### src/rtl/register_file.sv
// Architectural integer register file with combinational operand reads, an
// immediate write port, and a pending-write scoreboard for late load results.
package register_file_pkg;
    typedef struct packed {
        logic [4:0] rs1Address;
        logic [4:0] rs2Address;
        logic [4:0] rdAddress;
    } DecodedAddresses;
endpackage

module register_file
    import register_file_pkg::*;
#(
    parameter int unsigned XLEN            = 32,
    parameter int unsigned MAX_OUTSTANDING = 1
) (
    input  logic            clock,
    input  logic            reset,
    input  DecodedAddresses decodedAddresses,
    input  logic            issueValid,
    output logic            issueReady,
    input  logic            rdWriteNow,
    input  logic [XLEN-1:0] rdDataNow,
    input  logic            rdWriteLater,
    input  logic            loadDone,
    input  logic [4:0]      loadAddress,
    input  logic [XLEN-1:0] loadData,
    output logic [XLEN-1:0] rs1Data,
    output logic [XLEN-1:0] rs2Data,
    output logic [31:0]     pendingMask
);

    localparam int unsigned CW = $clog2(MAX_OUTSTANDING + 1);
    localparam logic [CW-1:0] MAX_CNT = CW'(MAX_OUTSTANDING);

    logic [XLEN-1:0] regs [32];
    logic [31:0]     pending;
    logic [CW-1:0]   outstanding;

    logic [4:0]  rs1;
    logic [4:0]  rs2;
    logic [4:0]  rd;
    logic [31:0] load_onehot;
    logic [31:0] pend_eff;
    logic        full;
    logic        fire;
    logic        set_pend;
    logic        clr_pend;
    logic        write_now;

    assign rs1 = decodedAddresses.rs1Address;
    assign rs2 = decodedAddresses.rs2Address;
    assign rd  = decodedAddresses.rdAddress;

    // A register being written back this cycle no longer counts as pending,
    // which lets the dependent instruction issue in the same cycle.
    assign load_onehot = loadDone ? (32'd1 << loadAddress) : '0;
    assign pend_eff    = pending & ~load_onehot;
    assign full        = (outstanding == MAX_CNT);

    assign issueReady = !pend_eff[rs1] && !pend_eff[rs2] && !pend_eff[rd]
                        && !(rdWriteLater && (rd != '0) && full && !loadDone);

    assign fire      = issueValid && issueReady;
    assign set_pend  = fire && rdWriteLater && (rd != '0);
    assign write_now = fire && !rdWriteLater && rdWriteNow && (rd != '0);
    assign clr_pend  = loadDone && pending[loadAddress];

    assign pendingMask = pending;

    always_comb begin
        rs1Data = '0;
        if (rs1 == '0)
            rs1Data = '0;
        else if (loadDone && (loadAddress == rs1))
            rs1Data = loadData;
        else
            rs1Data = regs[rs1];
    end

    always_comb begin
        rs2Data = '0;
        if (rs2 == '0)
            rs2Data = '0;
        else if (loadDone && (loadAddress == rs2))
            rs2Data = loadData;
        else
            rs2Data = regs[rs2];
    end

    // Later assignments take precedence: issue write beats load writeback,
    // and a new pending set beats a same-cycle clear.
    always_ff @(posedge clock or negedge reset) begin
        if (!reset) begin
            for (int unsigned i = 0; i < 32; i++)
                regs[i] <= '0;
            pending     <= '0;
            outstanding <= '0;
        end else begin
            if (loadDone && (loadAddress != '0))
                regs[loadAddress] <= loadData;
            if (write_now)
                regs[rd] <= rdDataNow;
            if (loadDone)
                pending[loadAddress] <= 1'b0;
            if (set_pend)
                pending[rd] <= 1'b1;
            if (clr_pend && !set_pend && (outstanding != '0))
                outstanding <= outstanding - CW'(1);
            else if (set_pend && !clr_pend && !full)
                outstanding <= outstanding + CW'(1);
        end
    end

endmodule

### config.mk
export PLATFORM = sky130hd
export DESIGN_NAME = register_file
export DESIGN_NICKNAME = d
export VERILOG_FILES = /design/src/rtl/register_file.sv
export SDC_FILE = /design/constraint.sdc
export NUM_CORES = 2
export LEC_CHECK = 0
export CAP_MARGIN = 10
export CORE_ASPECT_RATIO = 1.5
export CORE_MARGIN = 3
export CORE_UTILIZATION = 40
export DETAILED_ROUTE_END_ITERATION = 8
export HOLD_SLACK_MARGIN = 0.15
export PLACE_DENSITY = 0.66
export SYNTH_ARGS = -nofsm -noshare
export SYNTH_HDL_FRONTEND = slang
export SYNTH_SLANG_ARGS = --single-unit
### constraint.sdc
create_clock -name clock -period 10.05 [get_ports clock]
set_clock_uncertainty 0.2 [all_clocks]
set_input_delay 3.015 -clock clock [delete_from_list [all_inputs] [get_ports clock]]
set_output_delay 3.015 -clock clock [all_outputs]
set_load 0.05 [all_outputs]
# Word level (Yosys, flattened, before mapping)
# Cells that the tools add are included.
[classes]
mux = 35
shifts = 1
bitwise_logic = 9
add_sub_neg = 2
order_cmp = 12
eq_ne = 2
reduce_logical = 38
[ops]
columns = ["cell", "count"]
rows = [
  ["bitwise mux 1024 bit", 2],
  ["2-to-1 mux 1024 bit", 2],
  ["2-to-1 mux 32 bit", 13],
  ["binary-select mux 32 bit (select 5 bit)", 2],
  ["demux 32 bit (select 5 bit)", 2],
  ["bitwise AND 32 bit", 2],
  ["inverter 32 bit", 2],
  ["bitwise OR 32 bit", 1],
  ["left shift 1 x 5 -> 32 bit, first input constant", 1],
  ["greater-or-equal comparator 6 bit, second input constant", 4],
  ["logical AND 1 bit", 24],
  ["less-than comparator 5 x 6 -> 1 bit, second input constant", 4],
  ["inverter 5 -> 6 bit", 4],
  ["binary-select mux 1 bit (select 5 bit)", 4],
  ["less-than comparator 6 x 1 -> 1 bit, second input constant", 2],
  ["demux 1 bit (select 5 bit)", 2],
  ["== test 5 bit", 2],
  ["greater-or-equal comparator 5 x 1 -> 1 bit, second input constant", 2],
  ["zero test 5 bit", 2],
  ["nonzero test 5 bit", 2],
  ["zero test 1 bit", 9],
  ["2-to-1 mux 1 bit", 8],
  ["nonzero test 2 bit", 1],
  ["adder 1 bit, second input constant", 1],
  ["subtractor 1 bit, second input constant", 1],
]
[word_totals]
out_inout_bits = 97
elab_cells = 133
register_bits = 1057

# Depth between registers and ports, before layout
[logic_depth]
word_depth = 17
depth_mapped = 13

# Least setup slack after synthesis
# No wires, ideal clock.
[synth_path]
path_type = "input -> output"
startpoint = "input port decodedAddresses[10] (netlist bit)"
endpoint = "output port rs1Data[18]"
cell_stages = 9
setup_slack_ns = 0.466
required_time_ns = 6.835
path_buffers = 4
arrival_ns = 6.369
cell_sequence = "clkbuf_1 -> buf_1 -> buf_2 -> buf_1 -> mux4_2 -> mux2i_1 -> a211oi_1 -> a21oi_1 -> a211oi_1"
[synth_via]
elab_chain_len = 6
[synth_lines]
columns = ["element", "line_no", "text"]
rows = [
  ["start: declaration", "19", "input DecodedAddresses decodedAddresses,"],
  ["inverter 5 -> 6 bit (implied by the code)", "78", "rs1Data = regs[rs1];"],
  ["binary-select mux 32 bit (select 5 bit)", "78", ""],
  ["2-to-1 mux 32 bit (implied by the code) (2 in series)", "78", ""],
  ["2-to-1 mux 32 bit", "75", "else if (loadDone && (loadAddress == rs1))"],
  ["2-to-1 mux 32 bit *", "73", "if (rs1 == '0)"],
  ["end: declaration", "28", "output logic [XLEN-1:0] rs1Data,"],
]
# Mark *: on every way between the ends. The rest lies on a longest branch, timed or not. The select of a mux whose other input is x is not followed.

# Worst setup path after layout
[layout_path]
startpoint = "input port loadDone"
endpoint = "output port issueReady"
[layout_via]
elab_chain_len = 9
[layout_lines]
columns = ["element", "line_no", "text"]
rows = [
  ["start: declaration", "25", "input logic loadDone,"],
  ["2-to-1 mux 32 bit", "57", "assign load_onehot = loadDone ? (32'd1 << loadAddress) : '0;"],
  ["inverter 32 bit", "58", "assign pend_eff = pending & ~load_onehot;"],
  ["bitwise AND 32 bit", "58", ""],
  ["binary-select mux 1 bit (select 5 bit)", "61", "assign issueReady = !pend_eff[rs1] && !pend_eff[rs2] && !pend_eff[rd]"],
  ["2-to-1 mux 1 bit (implied by the code)", "61", ""],
  ["zero test 1 bit", "61", ""],
  ["logical AND 1 bit (2 in series)", "61", ""],
  ["logical AND 1 bit *", "62", "&& !(rdWriteLater && (rd != '0) && full && !loadDone);"],
  ["end: declaration", "21", "output logic issueReady,"],
]
# Marked as above.

==> results.json <==
{
  "synth_cells": 5138,
  "r2r_cells": 10,
  "tightestPinTransition_ns": 1.24,
  "fmax_ghz": 0.103,
  "io_pins": 187,
  "place_ws_ns": 0.398,
  "htreeDepth": 3,
  "layout_commonest_cell": "mux2_2",
  "gp_congestion": 0.944,
  "synthesis.nets": 5228,
  "core_um2": 173000,
  "max_slew_margin_pct": 16.8,
  "netlist_area_um2": 69800,
  "slowest_stage": "clkdlybuf4s50_1",
  "layout_common_cells": "mux2_2 (1,166), dfrtp_1 (1,057), mux2_1 (651)",
  "path_cells": "clkdlybuf4s50_1, nand4bb_1, o21ai_1, o32a_1, o2111ai_1, or4_1, nor3_4, nand2_1, inv_1, buf_12",
  "cts_hold_buf": 0,
  "wl_per_cell_um": 36.3,
  "status": "completed",
  "yosysSeqAreaShare_pct": 37.9,
  "cts_buffers": 108,
  "vias": 49734,
  "hp-start": "regs[1000]",
  "cpLargestDelayFamily": "simple AND/OR/NAND/NOR gates",
  "fp.dieH_um": 518,
  "rsz0062_at_grt": "false",
  "die_area_um2": 180000,
  "register_area_um2": 26500,
  "portBuffers": 186,
  "syn_to_final_growth_pct": 13.1,
  "ys_ff_latch": 1057,
  "hpwl_um": 149000,
  "die_w_um": 347,
  "critPathRequiredTime_ns": 6.84,
  "timing.final.crit_period_ns": 9.75,
  "hold_viol_final": 0,
  "setup_viol": 0,
  "power_w": 0.0150,
  "tritoncts": "done",
  "cts_resized": 0,
  "worstSetupPathDepth": 10,
  "async_reset_ff_share_pct": 100,
  "critPathKind": "input port to primary output",
  "drtIter0Drc": 6120,
  "synth_edf_count": 0,
  "reg2reg_from": "pendingMask[24]",
  "path_buf_inv": 3,
  "clock_latency_ns": 0.76,
  "yosysWarnings": 0,
  "ant_nets": 0,
  "p_per_area_nw_per_um2": 191,
  "min_path_type": "flop to flop",
  "cts.path.max_buffers": 3,
  "final-max-slew-violation-count": 0,
  "irDropWorstVdd_uv": 160,
  "min_to": "regs[1000]",
  "setup-tns-final_ns": 0,
  "drc": 0,
  "start_kind": "input port",
  "synth_area_per_cell_um2": 13.6,
  "worstReg2RegEnd": "regs[39]",
  "synth.top_cell.area_share_pct": 37.9,
  "grt_pass1_vias": 50965,
  "finalCritPeriodShare_pct": 97.0,
  "drive_gt1_share_pct": 46.0,
  "rows": 187,
  "rrSetupSlack_ns": 4.98,
  "wl_um": 268000,
  "yosys-top-cells-area": "dfrtp_1 (38%), mux4_2 (20%), mux2_2 (19%)",
  "cts.sinks": 1057,
  "final_core_util_pct": 45.6,
  "crit_path_max_incr_delay_ns": 1.00,
  "multi_input_area_um2": 41100,
  "cts_setup_buffers": 0,
  "start_util_pct": 40.3,
  "grt_pass1_wl_um": 383000,
  "drv_cap": 0,
  "clkSlewWorstSetupHoldPaths_ns": 0.06,
  "cts-root-buf": "clkbuf_16",
  "fin_ws_ns": 0.302,
  "grt_max_degree": 173,
  "layout.nets": 5097,
  "min_path_cells": 0,
  "critPathCaptureType": "primary output",
  "via_per_inst": 6.75,
  "antenna_found_initial": 12,
  "hold_slack_ns": 0.199,
  "synthFlopType": "dfrtp_1",
  "yosys.area.top_type": "dfrtp_1",
  "crit_path_max_fanout": 16,
  "p_leak_nw": 33.7,
  "grt_overflow": 0,
  "arrival_ns": 6.53,
  "dr.pass1.iters": 5,
  "fill_cells": 15269,
  "grt.total_usage_pct": 29.4,
  "synth.distinct_cells": 78
}
## kinds of logic (layout without fill, tap and decap cells)
logic type      after synthesis  after routing  synth area share, %
buf+inv                     671            630                 3.76
mux                        2589           2589                 51.5
compound gates              346            346                 3.34
xor+xnor                     10             10                0.125
simple gates                464            464                 3.33
fa+ha+maj                     1              1               0.0143
flops                      1057           1057                 37.9
other cells                   0              6                    0
## synthesized netlist by cell type (30+ instances only)
master / n
mux2_2: 1166
mux2_1: 651
o21ai_0: 97
dfrtp_1: 1057
buf_2: 77
nand2_1: 174
mux4_2: 622
nor2_1: 117
mux2i_1: 150
nand4_1: 43
buf_1: 97
a21oi_1: 30
clkbuf_1: 486
a211oi_1: 121
## worst max path at each step
stage	start	end	slack, ns
floorplan	decodedAddresses[10]	rs1Data[18]	0.47
global placement	loadAddress[1]	issueReady	0.46
detailed placement	loadDone	issueReady	0.40
CTS	loadDone	issueReady	0.36
global route	loadDone	issueReady	0.23
finish	loadDone	issueReady	0.30
## report_power, final
part           internal, W  total [W]  leakage [nW]  switching, W
Sequential         0.00520    0.00591          13.5      0.000714
Combinational      0.00264    0.00459          18.3       0.00195
Clock              0.00264    0.00454          1.93       0.00190
## area by class of cell
cell class | count | share of cell area [%]
antenna | 6 | 0.0190
clock buffer | 151 | 3.97
clock inverter | 49 | 1.01
inverter | 9 | 0.0492
multi-input combinational | 3410 | 52.1
sequential | 1057 | 33.5
tap | 2268 | 3.60
timing repair buffer | 421 | 5.78
## registers in the layout (all words and copies together), names as in the netlist
signal       flops
full             1
pendingMask     32
regs          1024
## layer usage
metal,GRT usage [%],vias up,share of wire [%]
met2,46.1,2871,46
met5,0,-,0.026
met1,37.7,26567,38
met3,6.78,785,9.4
met4,16.4,10,6.4
li1,-,19501,-
## through the flow
stage	instance area, µm²	instances
final	78900	7371
after global routing	78900	7369
after CTS	78900	7364
after detailed placement	74900	7164
after global placement	74900	7164
after floorplan	69800	5138
Power figures use the tool's default switching activity.
